File: config.mk
export PLATFORM = sky130hd
export DESIGN_NAME = fall_detect_fsm
export DESIGN_NICKNAME = d
export VERILOG_FILES = /design/src/rtl/fall_detect_pkg.sv /design/src/rtl/fall_detect_sample_cnt.sv /design/src/rtl/fall_detect_fsm.sv
export SDC_FILE = /design/constraint.sdc
export NUM_CORES = 1
export LEC_CHECK = 0
export BUFFER_PORTS_ARGS = -buffer_cell sky130_fd_sc_hd__buf_2
export CAP_MARGIN = 20
export CORE_AREA = 4 4 74 76
export CTS_CLUSTER_SIZE = 40
export DETAILED_ROUTE_END_ITERATION = 7
export DIE_AREA = 0 0 78 80
export PLACE_DENSITY = 0.85
export SYNTH_ARGS = -nofsm -noshare
export SYNTH_HDL_FRONTEND = slang
export SYNTH_SLANG_ARGS = --single-unit
File: constraint.sdc
create_clock -name clk -period 2.2 [get_ports clk]
set_input_delay 0.44 -clock clk [delete_from_list [all_inputs] [get_ports clk]]
set_output_delay 0.44 -clock clk [all_outputs]
set_load 0.01 [all_outputs]
File: src/rtl/fall_detect_pkg.sv
// Shared types and default thresholds for the fall detector.
// Thresholds are squared magnitudes at 16384 LSB/g, so no square root is needed downstream.
package fall_detect_pkg;

    typedef enum logic [2:0] {
        FD_IDLE        = 3'd0,
        FD_FREEFALL    = 3'd1,
        FD_IMPACT_WAIT = 3'd2,
        FD_STILL_CHECK = 3'd3
    } fd_state_e;

    localparam logic [31:0] ONE_G_SQ             = 32'd268_435_456;
    localparam logic [31:0] FF_THRESH_SQ_DEF     = 32'd42_954_916;
    localparam logic [31:0] IMPACT_THRESH_SQ_DEF = 32'd869_719_081;
    localparam logic [31:0] STILL_LO_SQ_DEF      = 32'd171_793_449;
    localparam logic [31:0] STILL_HI_SQ_DEF      = 32'd386_554_921;

    localparam int FF_MIN_SAMPLES_DEF = 8;
    localparam int IMPACT_WINDOW_DEF  = 50;
    localparam int STILL_SAMPLES_DEF  = 100;
    localparam int STILL_TIMEOUT_DEF  = 200;

    // Inclusive band test used for the post-impact stillness check.
    function automatic logic in_band(input logic [31:0] mag,
                                     input logic [31:0] lo,
                                     input logic [31:0] hi);
        return (mag >= lo) && (mag <= hi);
    endfunction

endpackage

File: src/rtl/fall_detect_sample_cnt.sv
// Saturating sample counter; clr+inc together loads 1, clr alone loads 0.
// hit is registered-state only: it flags that the next increment reaches MAX.
module fall_detect_sample_cnt #(
    parameter int MAX = 1
) (
    input  logic clk,
    input  logic rst_n,
    input  logic clr,
    input  logic inc,
    output logic hit
);

    localparam int W = $clog2(MAX + 1);

    logic [W-1:0] cnt_q;
    logic [W-1:0] cnt_d;

    always_comb begin
        cnt_d = cnt_q;
        if (clr) begin
            cnt_d = inc ? W'(1) : '0;
        end else if (inc && (cnt_q != W'(MAX))) begin
            cnt_d = cnt_q + W'(1);
        end
    end

    // Deriving hit from cnt_q keeps the FSM decode free of combinational loops.
    assign hit = (cnt_q == W'(MAX - 1));

    always_ff @(posedge clk or negedge rst_n) begin
        if (!rst_n) begin
            cnt_q <= '0;
        end else begin
            cnt_q <= cnt_d;
        end
    end

endmodule

File: src/rtl/fall_detect_fsm.sv
// Free-fall -> impact -> stillness detector on the magnitude-squared sample stream.
// Advances only on mag_valid samples; fall_detected pulses one cycle after the qualifying sample.
module fall_detect_fsm
    import fall_detect_pkg::*;
#(
    parameter logic [31:0] FF_THRESH_SQ     = FF_THRESH_SQ_DEF,
    parameter logic [31:0] IMPACT_THRESH_SQ = IMPACT_THRESH_SQ_DEF,
    parameter logic [31:0] STILL_LO_SQ      = STILL_LO_SQ_DEF,
    parameter logic [31:0] STILL_HI_SQ      = STILL_HI_SQ_DEF,
    parameter int          FF_MIN_SAMPLES   = FF_MIN_SAMPLES_DEF,
    parameter int          IMPACT_WINDOW    = IMPACT_WINDOW_DEF,
    parameter int          STILL_SAMPLES    = STILL_SAMPLES_DEF,
    parameter int          STILL_TIMEOUT    = STILL_TIMEOUT_DEF
) (
    input  logic        clk,
    input  logic        rst_n,
    input  logic        mag_valid,
    input  logic [31:0] mag_sq,
    input  logic        flag_clr,
    output logic        fall_detected,
    output logic        fall_flag,
    output logic [7:0]  fall_count,
    output logic [2:0]  state
);

    localparam logic [2:0] S_IDLE        = FD_IDLE;
    localparam logic [2:0] S_FREEFALL    = FD_FREEFALL;
    localparam logic [2:0] S_IMPACT_WAIT = FD_IMPACT_WAIT;
    localparam logic [2:0] S_STILL_CHECK = FD_STILL_CHECK;

    if (FF_MIN_SAMPLES < 1 || IMPACT_WINDOW < 1 || STILL_SAMPLES < 1 || STILL_TIMEOUT < 1)
    begin : g_bad_min
        $error("fall_detect_fsm: sample-count parameters must be >= 1");
    end
    if (STILL_TIMEOUT < STILL_SAMPLES) begin : g_bad_timeout
        $error("fall_detect_fsm: STILL_TIMEOUT must be >= STILL_SAMPLES");
    end

    logic [2:0] state_q, state_d;
    logic       fall_detected_q, fall_detected_d;
    logic       fall_flag_q, fall_flag_d;
    logic [7:0] fall_count_q, fall_count_d;

    logic is_ff, is_imp, is_still;
    logic alarm;
    logic ff_clr, ff_inc, ff_hit;
    logic win_clr, win_inc, win_hit;
    logic run_clr, run_inc, run_hit;
    logic tot_clr, tot_inc, tot_hit;

    // Strict compares: equality with either threshold does not qualify.
    assign is_ff    = (mag_sq < FF_THRESH_SQ);
    assign is_imp   = (mag_sq > IMPACT_THRESH_SQ);
    assign is_still = in_band(mag_sq, STILL_LO_SQ, STILL_HI_SQ);

    fall_detect_sample_cnt #(.MAX(FF_MIN_SAMPLES)) u_ff_cnt (
        .clk(clk), .rst_n(rst_n), .clr(ff_clr), .inc(ff_inc), .hit(ff_hit)
    );
    fall_detect_sample_cnt #(.MAX(IMPACT_WINDOW)) u_win_cnt (
        .clk(clk), .rst_n(rst_n), .clr(win_clr), .inc(win_inc), .hit(win_hit)
    );
    fall_detect_sample_cnt #(.MAX(STILL_SAMPLES)) u_run_cnt (
        .clk(clk), .rst_n(rst_n), .clr(run_clr), .inc(run_inc), .hit(run_hit)
    );
    fall_detect_sample_cnt #(.MAX(STILL_TIMEOUT)) u_tot_cnt (
        .clk(clk), .rst_n(rst_n), .clr(tot_clr), .inc(tot_inc), .hit(tot_hit)
    );

    // Every exit back to IDLE clears the counters it used, so IDLE always sees them at zero.
    always_comb begin
        state_d = state_q;
        alarm   = 1'b0;
        ff_clr  = 1'b0;
        ff_inc  = 1'b0;
        win_clr = 1'b0;
        win_inc = 1'b0;
        run_clr = 1'b0;
        run_inc = 1'b0;
        tot_clr = 1'b0;
        tot_inc = 1'b0;
        if (mag_valid) begin
            case (state_q)
                S_IDLE: begin
                    if (is_ff) begin
                        if (ff_hit) begin
                            ff_clr  = 1'b1;
                            win_clr = 1'b1;
                            state_d = S_IMPACT_WAIT;
                        end else begin
                            ff_clr  = 1'b1;
                            ff_inc  = 1'b1;
                            state_d = S_FREEFALL;
                        end
                    end
                end
                S_FREEFALL: begin
                    if (!is_ff) begin
                        ff_clr  = 1'b1;
                        state_d = S_IDLE;
                    end else if (ff_hit) begin
                        ff_clr  = 1'b1;
                        win_clr = 1'b1;
                        state_d = S_IMPACT_WAIT;
                    end else begin
                        ff_inc = 1'b1;
                    end
                end
                S_IMPACT_WAIT: begin
                    if (is_imp) begin
                        win_clr = 1'b1;
                        run_clr = 1'b1;
                        tot_clr = 1'b1;
                        state_d = S_STILL_CHECK;
                    end else if (win_hit) begin
                        win_clr = 1'b1;
                        state_d = S_IDLE;
                    end else begin
                        win_inc = 1'b1;
                    end
                end
                S_STILL_CHECK: begin
                    // Completion is tested before timeout so a coincident sample still alarms.
                    if (is_still && run_hit) begin
                        alarm   = 1'b1;
                        run_clr = 1'b1;
                        tot_clr = 1'b1;
                        state_d = S_IDLE;
                    end else if (tot_hit) begin
                        run_clr = 1'b1;
                        tot_clr = 1'b1;
                        state_d = S_IDLE;
                    end else begin
                        tot_inc = 1'b1;
                        if (is_still) begin
                            run_inc = 1'b1;
                        end else begin
                            run_clr = 1'b1;
                        end
                    end
                end
                default: begin
                    ff_clr  = 1'b1;
                    win_clr = 1'b1;
                    run_clr = 1'b1;
                    tot_clr = 1'b1;
                    state_d = S_IDLE;
                end
            endcase
        end
    end

    always_comb begin
        fall_detected_d = alarm;
        fall_flag_d     = fall_flag_q;
        fall_count_d    = fall_count_q;
        if (alarm) begin
            fall_flag_d = 1'b1;
            if (fall_count_q != 8'hFF) begin
                fall_count_d = fall_count_q + 8'd1;
            end
        end else if (flag_clr) begin
            fall_flag_d = 1'b0;
        end
    end

    always_ff @(posedge clk or negedge rst_n) begin
        if (!rst_n) begin
            state_q         <= S_IDLE;
            fall_detected_q <= 1'b0;
            fall_flag_q     <= 1'b0;
            fall_count_q    <= 8'd0;
        end else begin
            state_q         <= state_d;
            fall_detected_q <= fall_detected_d;
            fall_flag_q     <= fall_flag_d;
            fall_count_q    <= fall_count_d;
        end
    end

    assign fall_detected = fall_detected_q;
    assign fall_flag     = fall_flag_q;
    assign fall_count    = fall_count_q;
    assign state         = state_q;

endmodule

# Word-level counts from Yosys, hierarchy flattened
# Cells that the tools add are included.
word_totals:
  regBits: 38
  memories: 0
  wordCells: 112
  romBits: 0
  ramBits: 0
  latchBits: 0
op_classes:
  reduce_logical: 16
  bitwise_logic: 0
  n_mux: 63
  mul: 0
  add_sub_neg: 5
  n_eq_ne: 16
  magnitude_cmp: 4
  div_mod_pow: 0
  shifts: 0
ops:
  columns: ["op", "count"]
  rows:
  - ["$mux W1", 42]
  - ["$ge A32 B28 Y1 const B", 1]
  - ["$gt A32 B30 Y1 const B", 1]
  - ["$le A32 B29 Y1 const B", 1]
  - ["$lt A32 B26 Y1 const B", 1]
  - ["$mux W3", 7]
  - ["$add A8 B1 Y8 const B", 2]
  - ["$mux W8", 2]
  - ["$ne A8 B8 Y1 const B", 2]
  - ["$mux W7", 2]
  - ["$mux W6", 2]
  - ["$pmux W1 S3", 4]
  - ["$pmux W3 S4", 1]
  - ["$reduce_bool A2 Y1", 5]
  - ["$eq A8 B8 Y1 const B", 1]
  - ["$mux W4", 2]
  - ["$add A7 B1 Y7 const B", 1]
  - ["$eq A7 B7 Y1 const B", 1]
  - ["$ne A7 B7 Y1 const B", 1]
  - ["$add A6 B1 Y6 const B", 1]
  - ["$eq A3 B2 Y1 const B", 2]
  - ["$eq A6 B6 Y1 const B", 1]
  - ["$logic_and A1 B1 Y1", 6]
  - ["$ne A3 B3 Y1 const B", 2]
  - ["other kinds (12)", 13]

# Logic depth before layout (Yosys ltp)
# Gate-level depths: netlist of run 1.
depth:
  depth_word: 10
  ltp_mapped: 8
  depth_no_buf: 8

# Cells and area by module
# From an unflattened synthesis of run 1, not the netlist that was laid out.
unflattened:
  hier_cells: 308
  area_unflattened_um2: 2698.8
by_module_without_submodules:
  columns: ["module", "area_per_inst_um2", "cells_each", "seq_area_each_um2", "n_inst"]
  rows:
  - ["fall_detect_fsm", 1224.9, 150, 300.3, 1]
  - ["fall_detect_sample_cnt at u_tot_cnt", 457.9, 51, 200.2, 1]
  - ["fall_detect_sample_cnt at u_run_cnt", 409.1, 44, 175.2, 1]
  - ["fall_detect_sample_cnt at u_win_cnt", 369.1, 38, 150.1, 1]
  - ["fall_detect_sample_cnt at u_ff_cnt", 237.7, 25, 100.1, 1]

# Worst setup path after synthesis of run 1
# No wires, ideal clock.
synth_path:
  path_type: "input to register"
  start: "in mag_sq[31]"
  end: "reg u_run_cnt.cnt_q[0]"
  path_buffers: 0
  arrival_time_ns: 2.121
  required_time_ns: 2.071
  stages: 7
  setup_ns: 0.129
  path_slack_ns: -0.050
  cell_sequence: "or4_1 nor4_1 nand4_1 a32oi_2 nand3_1 a21oi_2 o21ai_1"
synth_via:
  elab_chain_cells: 9
synth_lines:
  columns: ["element", "line", "rtl"]
  rows:
  - ["from (decl)", "fall_detect_fsm.sv:18", "input logic [31:0] mag_sq,"]
  - ["$ge A32 B28 Y1 / $le A32 B29 Y1 (equally long branches)", "fall_detect_pkg.sv:27", "return (mag >= lo) && (mag <= hi);"]
  - ["$logic_and A1 B1 Y1", "fall_detect_pkg.sv:27", null]
  - ["$mux W1", "fall_detect_fsm.sv:134", "if (is_still) begin"]
  - ["$mux W1", "fall_detect_fsm.sv:128", "end else if (tot_hit) begin"]
  - ["$mux W1", "fall_detect_fsm.sv:123", "if (is_still && run_hit) begin"]
  - ["$mux W1", "fall_detect_fsm.sv:82", "case (state_q)"]
  - ["$mux W1", "fall_detect_fsm.sv:81", "if (mag_valid) begin"]
  - ["$mux W1 / $logic_and A1 B1 Y1 (equally long branches)", "fall_detect_sample_cnt.sv:21, fall_detect_sample_cnt.sv:22", null]
  - ["$mux W7 / $reduce_bool A2 Y1 (equally long branches)", null, null]
  - ["to (signal assigned)", "fall_detect_sample_cnt.sv:34", "cnt_q <= cnt_d;"]
  - ["to (decl)", "fall_detect_sample_cnt.sv:15", "logic [W-1:0] cnt_q;"]
# Parallel ways exist; a longest one is shown, timed or not.
# A chain may end at the register's enable or synchronous reset.

# Worst setup path after layout of run 1
layout_path:
  start: "in mag_sq[27]"
  end: "reg u_tot_cnt.cnt_q[3]"
layout_via:
  elab_chain_cells: 8
layout_lines:
  columns: ["element", "line", "rtl"]
  rows:
  - ["$ge A32 B28 Y1 / $le A32 B29 Y1 (equally long branches)", "fall_detect_pkg.sv:27", null]
  - ["$logic_and A1 B1 Y1", "fall_detect_pkg.sv:27", null]
  - ["$logic_and A1 B1 Y1", "fall_detect_fsm.sv:123", null]
  - ["$mux W1", "fall_detect_fsm.sv:123", null]
  - ["$mux W1", "fall_detect_fsm.sv:82", null]
  - ["$mux W1", "fall_detect_fsm.sv:81", null]
  - ["$logic_and A1 B1 Y1", "fall_detect_sample_cnt.sv:22", "end else if (inc && (cnt_q != W'(MAX))) begin"]
  - ["$reduce_bool A2 Y1 (no line)", null, null]
  - ["to (signal assigned)", "fall_detect_sample_cnt.sv:34", null]
  - ["to (decl)", "fall_detect_sample_cnt.sv:15", null]
# Parallel ways exist; a longest one is shown, timed or not.

==> summary.txt, run 1 <==
Final layout
  • # fillers: 342
  • Final cell count without fillers: 463
  • Final core utilization: 71.7%
  • Layout Nets: 441
  • Final Cell Area: 3380 um^2
  • Area grow syn2layout: 32.8%
  • Share of layout cells above drive strength 1: 31.1%
  • Ant diodes: 0

Flow run
  • Max-cap violations: 0

GRT
  • First-pass GRT wire length: 11100 um
  • Antenna violations before repair: 0
  • Overall routing resource usage: 22.0%
  • Vias in the first global route: 2571
  • Grt ovf: 0
  • Pin count of the biggest net entering global routing: 38

Critical path
  • Critical Path Fanout Max: 7
  • FF-to-FF setup slack: 220 ps
  • R2r startpoint: u_tot_cnt.cnt_q[0]
  • CP Launch Type: input pin
  • CP Capture Type: flop
  • Critical Path AT: 2350 ps
  • R2R Path End: u_run_cnt.cnt_q[0]
  • Kind of critical path: in2reg
  • Worst Path Required: 2440 ps
  • Worst r2r path cells: 8

Detailed routing
  • DRT antenna net count: 0
  • Initial detailed-routing violation count: 213
  • Total Routed Length: 6640 um
  • DR WL/cell: 14.3 um
  • Drc violations: 0
  • Pre-antenna DRT Iters: 5
  • Vias per inst: 5.70
  • Vias: 2641

Logic synthesis
  • Post-Synthesis Net Count: 343
  • Synthesized instance count: 297
  • Syn avg cell area: 8.58 um^2
  • Post-synth EDFFs: 0
  • Post-Syn Area: 2550 um^2
  • Netlist cell types: 60
  • Share of the synthesized area in the top cell type: 36.3%
  • Largest area contributor in the netlist: dfrtp_1
  • Synth Register Bits: 37
  • Main flop type after synthesis: dfrtp_1
  • Sequential area share after synthesis: 36.3%
  • Ys async rst share: 100%
  • Area contributors post-synth: dfrtp_1, nor2_1, ha_1
  • Synth warnings: 0

Floorplan
  • Die area: 6240 um^2
  • DIE HEIGHT: 80 um
  • Row cnt: 25
  • Initial core utilization: 54.0%
  • IO Pins: 49
  • DIE WIDTH: 78 um
  • Placeable Area: 4720 um^2

Power and ir drop
  • Switching Power: 353 uW
  • P_leak: 1.60 nW
  • Power share of the sequential group: 46.1%
  • Power Density: 443 nW/um^2
  • Clock Power Share: 41.0%
  • Peak VDD IR: 413 uV
  • Int Pwr: 1.15 mW
  • Switching portion of total power: 23.6%
  • Comb pwr share: 12.9%

Timing
  • Final setup violation count: 0
  • Normalized max-slew margin: 45.5%
  • Worst-Margin Slew: 817 ps
  • Final Hold Vio Count: 0
  • Fmax: 0.473 GHz
  • Final period util: 96.1%
  • Slew Viols, Final: 0
  • Setup Skew: 10.7 ps
  • RSZ-0062 raised after global routing: true
  • Minimum clock period: 2110 ps

Place
  • DP Wirelength: 4980 um
  • Gpl congestion: 0.881
  • Placed Area: 3230 um^2
  • Total placed cells including tap cells: 454
  • IO buf count: 47

Clock network
  • Worst-path clk slew: 80 ps
  • Hold buffer count at CTS: 0
  • CTS Sinks: 37
  • Root buffer cell: clkbuf_8
  • H-tree depth reported by CTS: 2
  • Clock latency on the worst-skew pair: 300 ps
  • CTS Buffer Depth: 2
  • Clock buffer count from CTS: 5
  • CTS tree: done

Worst hold path
  • Worst min path class: in2async

Outcome
  • Status: complete, no violations
-- synthesized netlist by cell type (5+ instances only) --
master   instances
dfrtp_1         37
nor2_1          35
nand3_1         21
nand2_1         20
a21oi_1         15
inv_1           15
o21ai_0         15
xnor2_1         12
ha_1            10
nand4_1         10
nor3_1           9
and3_1           8
xor2_1           7
nor4_1           5
o21ai_1          5
-- final cells by class --
| type | instances | area [um^2] | share of cell area [%] |
|---|---|---|---|
| clock buffer | 6 | 82.6 | 2.44 |
| clock inverter | 2 | 37.5 | 1.11 |
| inverter | 15 | 56.3 | 1.66 |
| multi-input combinational | 239 | 1580 | 46.8 |
| sequential | 37 | 926 | 27.4 |
| tap | 67 | 83.8 | 2.48 |
| timing repair buffer | 97 | 614 | 18.2 |
-- power by group through the flow --
stage / Clock (mW) / Sequential (mW) / Combinational, mW
finish: 0.616 / 0.691 / 0.193
global route: 0.655 / 0.692 / 0.214
CTS: 0.624 / 0.691 / 0.190
detailed placement: 0 / 0.705 / 0.189
global placement: 0 / 0.704 / 0.185
floorplan: 0 / 0.705 / 0.0725
-- layer usage --
| layer | up-vias | track usage [%] | routed length [um] | share of wire (%) |
|---|---|---|---|---|
| met1 | 1273 | 27.0 | 2810 | 42 |
| met2 | 66 | 38.4 | 3480 | 52 |
| met3 | 7 | 5.30 | 291 | 4.4 |
| met5 | - | 0 | 0 | 0 |
| met4 | 0 | 6.29 | 57 | 0.86 |
| li1 | 1295 | - | - | - |
-- worst max-delay path: stages --
cell	delay, ps
buf_2	130
nand3b_1	180
a211o_1	250
a31o_1	200
o2111a_2	300
and2_4	200
or4_4	530
a21oi_2	130
-- how the worst max path moves through the flow --
stage               start            endpoint  slack [ps]
2_1_floorplan  mag_sq[31]  u_run_cnt.cnt_q[0]          -7
3_3_place_gp    mag_sq[4]  u_tot_cnt.cnt_q[3]        -140
3_5_place_dp    mag_sq[4]  u_tot_cnt.cnt_q[3]        -230
4_1_cts         mag_sq[4]  u_tot_cnt.cnt_q[3]         100
5_1_grt         mag_sq[4]  u_tot_cnt.cnt_q[3]         -20
6_report       mag_sq[27]  u_tot_cnt.cnt_q[3]          90
-- placed cells by master, fill, tap and decap left out, types with 3 or more instances in the layout --
cell and count:
buf_4 49, buf_2 47, dfrtp_1 37, nor2_1 34, nand3_1 20, nand2_1 20, inv_1 15, o21ai_0 15
a21oi_1 12, xnor2_1 12, nand4_1 10, ha_1 10, nor3_1 9, and3_1 8, xor2_1 7, clkbuf_8 6
o21ai_1 5, nor4_1 4, nor4bb_1 3, a211o_1 3, a21o_1 3, nor2b_1 3, a211oi_1 3, a31oi_1 3
a21oi_2 3
-- what timing repair did --
action / 4_1_cts / 5_1_grt
gates resized for setup: 0 / 9
buffers inserted: 0 / 1
endpoints found under the hold margin: 0 / 0
endpoints found under the setup margin: 0 / 9
-- flip-flops by register name, summed over array words and instances (netlist names) --
| register | flops |
|---|---|
| fall_flag | 1 |
| u_run_cnt.cnt_q | 7 |
| u_win_cnt.cnt_q | 6 |
| fall_count | 8 |
| state | 2 |
| fall_detected | 1 |
| u_tot_cnt.cnt_q | 8 |
| u_ff_cnt.cnt_q | 4 |
-- kinds of logic after synthesis --
logic type / share of synthesized area (%)
AOI/OAI and AO/OA: 18.5
xor gates and xnor gates: 6.53
adders and majority gates: 4.91
buffers and inverters: 3.63
DFF: 36.3
muxes: 1.23
other: 0.147
and+or+nand+nor: 28.7
-- per-stage QoR --
step                setup WS [ps]  setup TNS [ps]  power (mW)  hold WS (ps)
CTS                          95.0               0        1.50           259
floorplan                   -6.80           -6.80       0.777           144
detailed placement           -225           -3970       0.894           475
global placement             -142           -3010       0.890           472
global route                -15.7           -16.6        1.56           287
finish                       85.8               0        1.50           226
Power figures use the tool's default switching activity.
==> run 2, diff against run 1 <==
==> constraint.sdc (replaced) <==
create_clock -name clk -period 2.2 [get_ports clk]
set_input_delay 0.33 -clock clk [delete_from_list [all_inputs] [get_ports clk]]
set_output_delay 0.33 -clock clk [all_outputs]
set_load 0.01 [all_outputs]
==> run 2 against run 1 <==
Compared with the run above: clock skew down 4.2 ps; final cell count down 2.6%; critical path depth up 1; sequential power about the same; count of clock-buffer cells in the layout unchanged; worst setup slack better by 95 ps; wire length down 7.6%; sequential share of layout area up 1.4 points; maximum frequency up 4.7%; total power down 11%.
==> summary.txt, run 2 (synthesis gave the netlist of run 1 again) <==
Outcome
  • Status: complete, no violations (unchanged)

Detailed routing
  • Vias per inst: 5.69 (was 5.70)
  • Initial detailed-routing violation count: 136 (was 213)
  • DR WL/cell: 13.6 um (was 14.3 um)
  • Vias: 2566 (was 2641)
  • Pre-antenna DRT Iters: 4 (was 5)
  • Total Routed Length: 6130 um (was 6640 um)
  • DRT antenna net count: 0 (unchanged)
  • Drc violations: 0 (unchanged)

Critical path
  • Critical Path Fanout Max: 7 (unchanged)
  • Crit-path slowest cell: or4_1 (was or4_4)
  • Critical path's top delay family: simple AND/OR/NAND/NOR gates (unchanged)
  • CP Buf/Inv Count: 2 (was 1)
  • CP dominant cell by count: nor2_1
  • Worst Path Required: 2400 ps (was 2440 ps)
  • CP Capture Type: flop (unchanged)
  • Critical Path AT: 2220 ps (was 2350 ps)
  • CP Launch Type: input pin (unchanged)
  • Crit. Startpoint: mag_sq[31] (was mag_sq[27])
  • FF-to-FF setup slack: 210 ps (was 220 ps)
  • Critical Path Max Stage Delay: 540 ps (was 530 ps)
  • Kind of critical path: in2reg (unchanged)
  • Crit path cell chain: buf_2 -> or4_1 -> nor4_1 -> and2_1 -> a32oi_2 -> buf_4 -> nor2_1 -> nor2_1 -> a211oi_1 (was buf_2 -> nand3b_1 -> a211o_1 -> a31o_1 -> o2111a_2 -> and2_4 -> or4_4 -> a21oi_2)
  • R2r startpoint: u_tot_cnt.cnt_q[0] (unchanged)

GRT
  • Met1 usage: 26.4% (was 27.0%)
  • GR Util met2: 35.0% (was 38.4%)
  • Antenna violations before repair: 0 (unchanged)
  • Pin count of the biggest net entering global routing: 38 (unchanged)
  • Grt peak-use layer: met2 (unchanged)
  • M3 GR Usage: 4.85% (was 5.30%)
  • First-pass GRT wire length: 10700 um (was 11100 um)
  • Overall routing resource usage: 21.0% (was 22.0%)
  • Vias in the first global route: 2485 (was 2571)
  • Grt ovf: 0 (unchanged)

Timing
  • Slew Viols, Final: 0 (unchanged)
  • Setup Skew: 6.57 ps (was 10.7 ps)
  • Normalized max-slew margin: 46.6% (was 45.5%)
  • Final Hold Vio Count: 0 (unchanged)
  • Final period util: 91.8% (was 96.1%)
  • Fmax: 0.495 GHz (was 0.473 GHz)
  • Worst-Margin Slew: 801 ps (was 817 ps)
  • Minimum clock period: 2020 ps (was 2110 ps)
  • RSZ-0062 raised after global routing: false (was true)
  • Final setup violation count: 0 (unchanged)

Final layout
  • Layout Nets: 430 (was 441)
  • Ant diodes: 0 (unchanged)
  • Commonest non-fill, non-tap cell in the layout: buf_2 (was buf_4)
  • Final cell count without fillers: 451 (was 463)
  • Share of layout cells above drive strength 1: 26.3% (was 31.1%)
  • Most frequent cells in the layout: buf_2, buf_4, dfrtp_1, nor2_1, nand3_1 (was buf_4, buf_2, dfrtp_1, nor2_1)
  • Area grow syn2layout: 26.3% (was 32.8%)

Place
  • Gpl congestion: 0.962 (was 0.881)
  • DP Wirelength: 4840 um (was 4980 um)
  • Total placed cells including tap cells: 444 (was 454)
  • IO buf count: 47 (unchanged)

Power and ir drop
  • P_leak: 1.53 nW (was 1.60 nW)
  • Peak VDD IR: 442 uV (was 413 uV)
  • Power Density: 412 nW/um^2 (was 443 nW/um^2)
  • Power Total: 1.33 mW (was 1.50 mW)

Worst hold path
  • Worst min path class: in2async (unchanged)

Clock network
  • H-tree depth reported by CTS: 2 (unchanged)
  • CTS tree: done (unchanged)
  • CTS Buffer Depth: 2 (unchanged)
  • Clock latency on the worst-skew pair: 290 ps (was 300 ps)
  • Worst-path clk slew: 70 ps (was 80 ps)
  • Hold buffer count at CTS: 0 (unchanged)
  • Clock buffer count from CTS: 5 (unchanged)
  • Root buffer cell: clkbuf_8 (unchanged)
  • CTS Sinks: 37 (unchanged)
  • Post-CTS Setup Bufs: 0 (unchanged)
  • Gates resized, CTS repair: 0 (unchanged)

Flow run
  • Max-cap violations: 0 (unchanged)

Floorplan
  • Placeable Area: 4720 um^2 (unchanged)
  • IO Pins: 49 (unchanged)
  • DIE HEIGHT: 80 um (unchanged)
  • Initial core utilization: 54.0% (unchanged)
  • Die area: 6240 um^2 (unchanged)
  • Row cnt: 25 (unchanged)
  • DIE WIDTH: 78 um (unchanged)
==> run 2: final timing paths <==
kind | end | cells past startpoint
min | fall_count[3] | 1
max | u_win_cnt.cnt_q[1] | 9
max in group asynchronous | u_run_cnt.cnt_q[4] | 1
min reg2reg | fall_count[6] | 1
max reg2reg | u_run_cnt.cnt_q[5] | 7
min in group clk | fall_flag | 2
==> run 2: per-layer routing <==
metal  part of all wire, %  wire [um]  vias to the layer above
li1                      -          -                     1272
met1                    45       2780                     1197
met2                    46       2840                       80
met3                   6.2        381                       17
met4                   2.2        133                        0
met5                     0          0                        -
==> run 2: layout make-up <==
cell class	instances	area (um^2)
Clock inverter	1	8.76
Multi-Input combinational cell	239	1530
Fill cell	385	1510
Inverter	15	56.3
Sequential cell	37	926
Tap cell	67	83.8
Timing Repair Buffer	86	541
Clock buffer	6	72.6
==> run 2: per-stage QoR <==
stage               worst slack [ps]  hold slack (ps)  TNS, ps  util (%)  cell area (um^2)
CTS                              193              154        0      68.1              3220
floorplan                       59.5             34.4        0         -              2550
detailed placement              -107              467    -1440      66.4              3140
global route                    6.06              196        0      68.1              3220
global placement               -65.9              468     -636      66.4              3140
finish                           181              126        0      68.1              3220
==> run 2: power by group <==
group / switching [mW] / total, mW / internal [mW] / leakage [nW]
Clock: 0.237 / 0.456 / 0.219 / 0.0412
Sequential: 0.00639 / 0.693 / 0.686 / 0.513
Combinational: 0.0956 / 0.178 / 0.0828 / 0.974
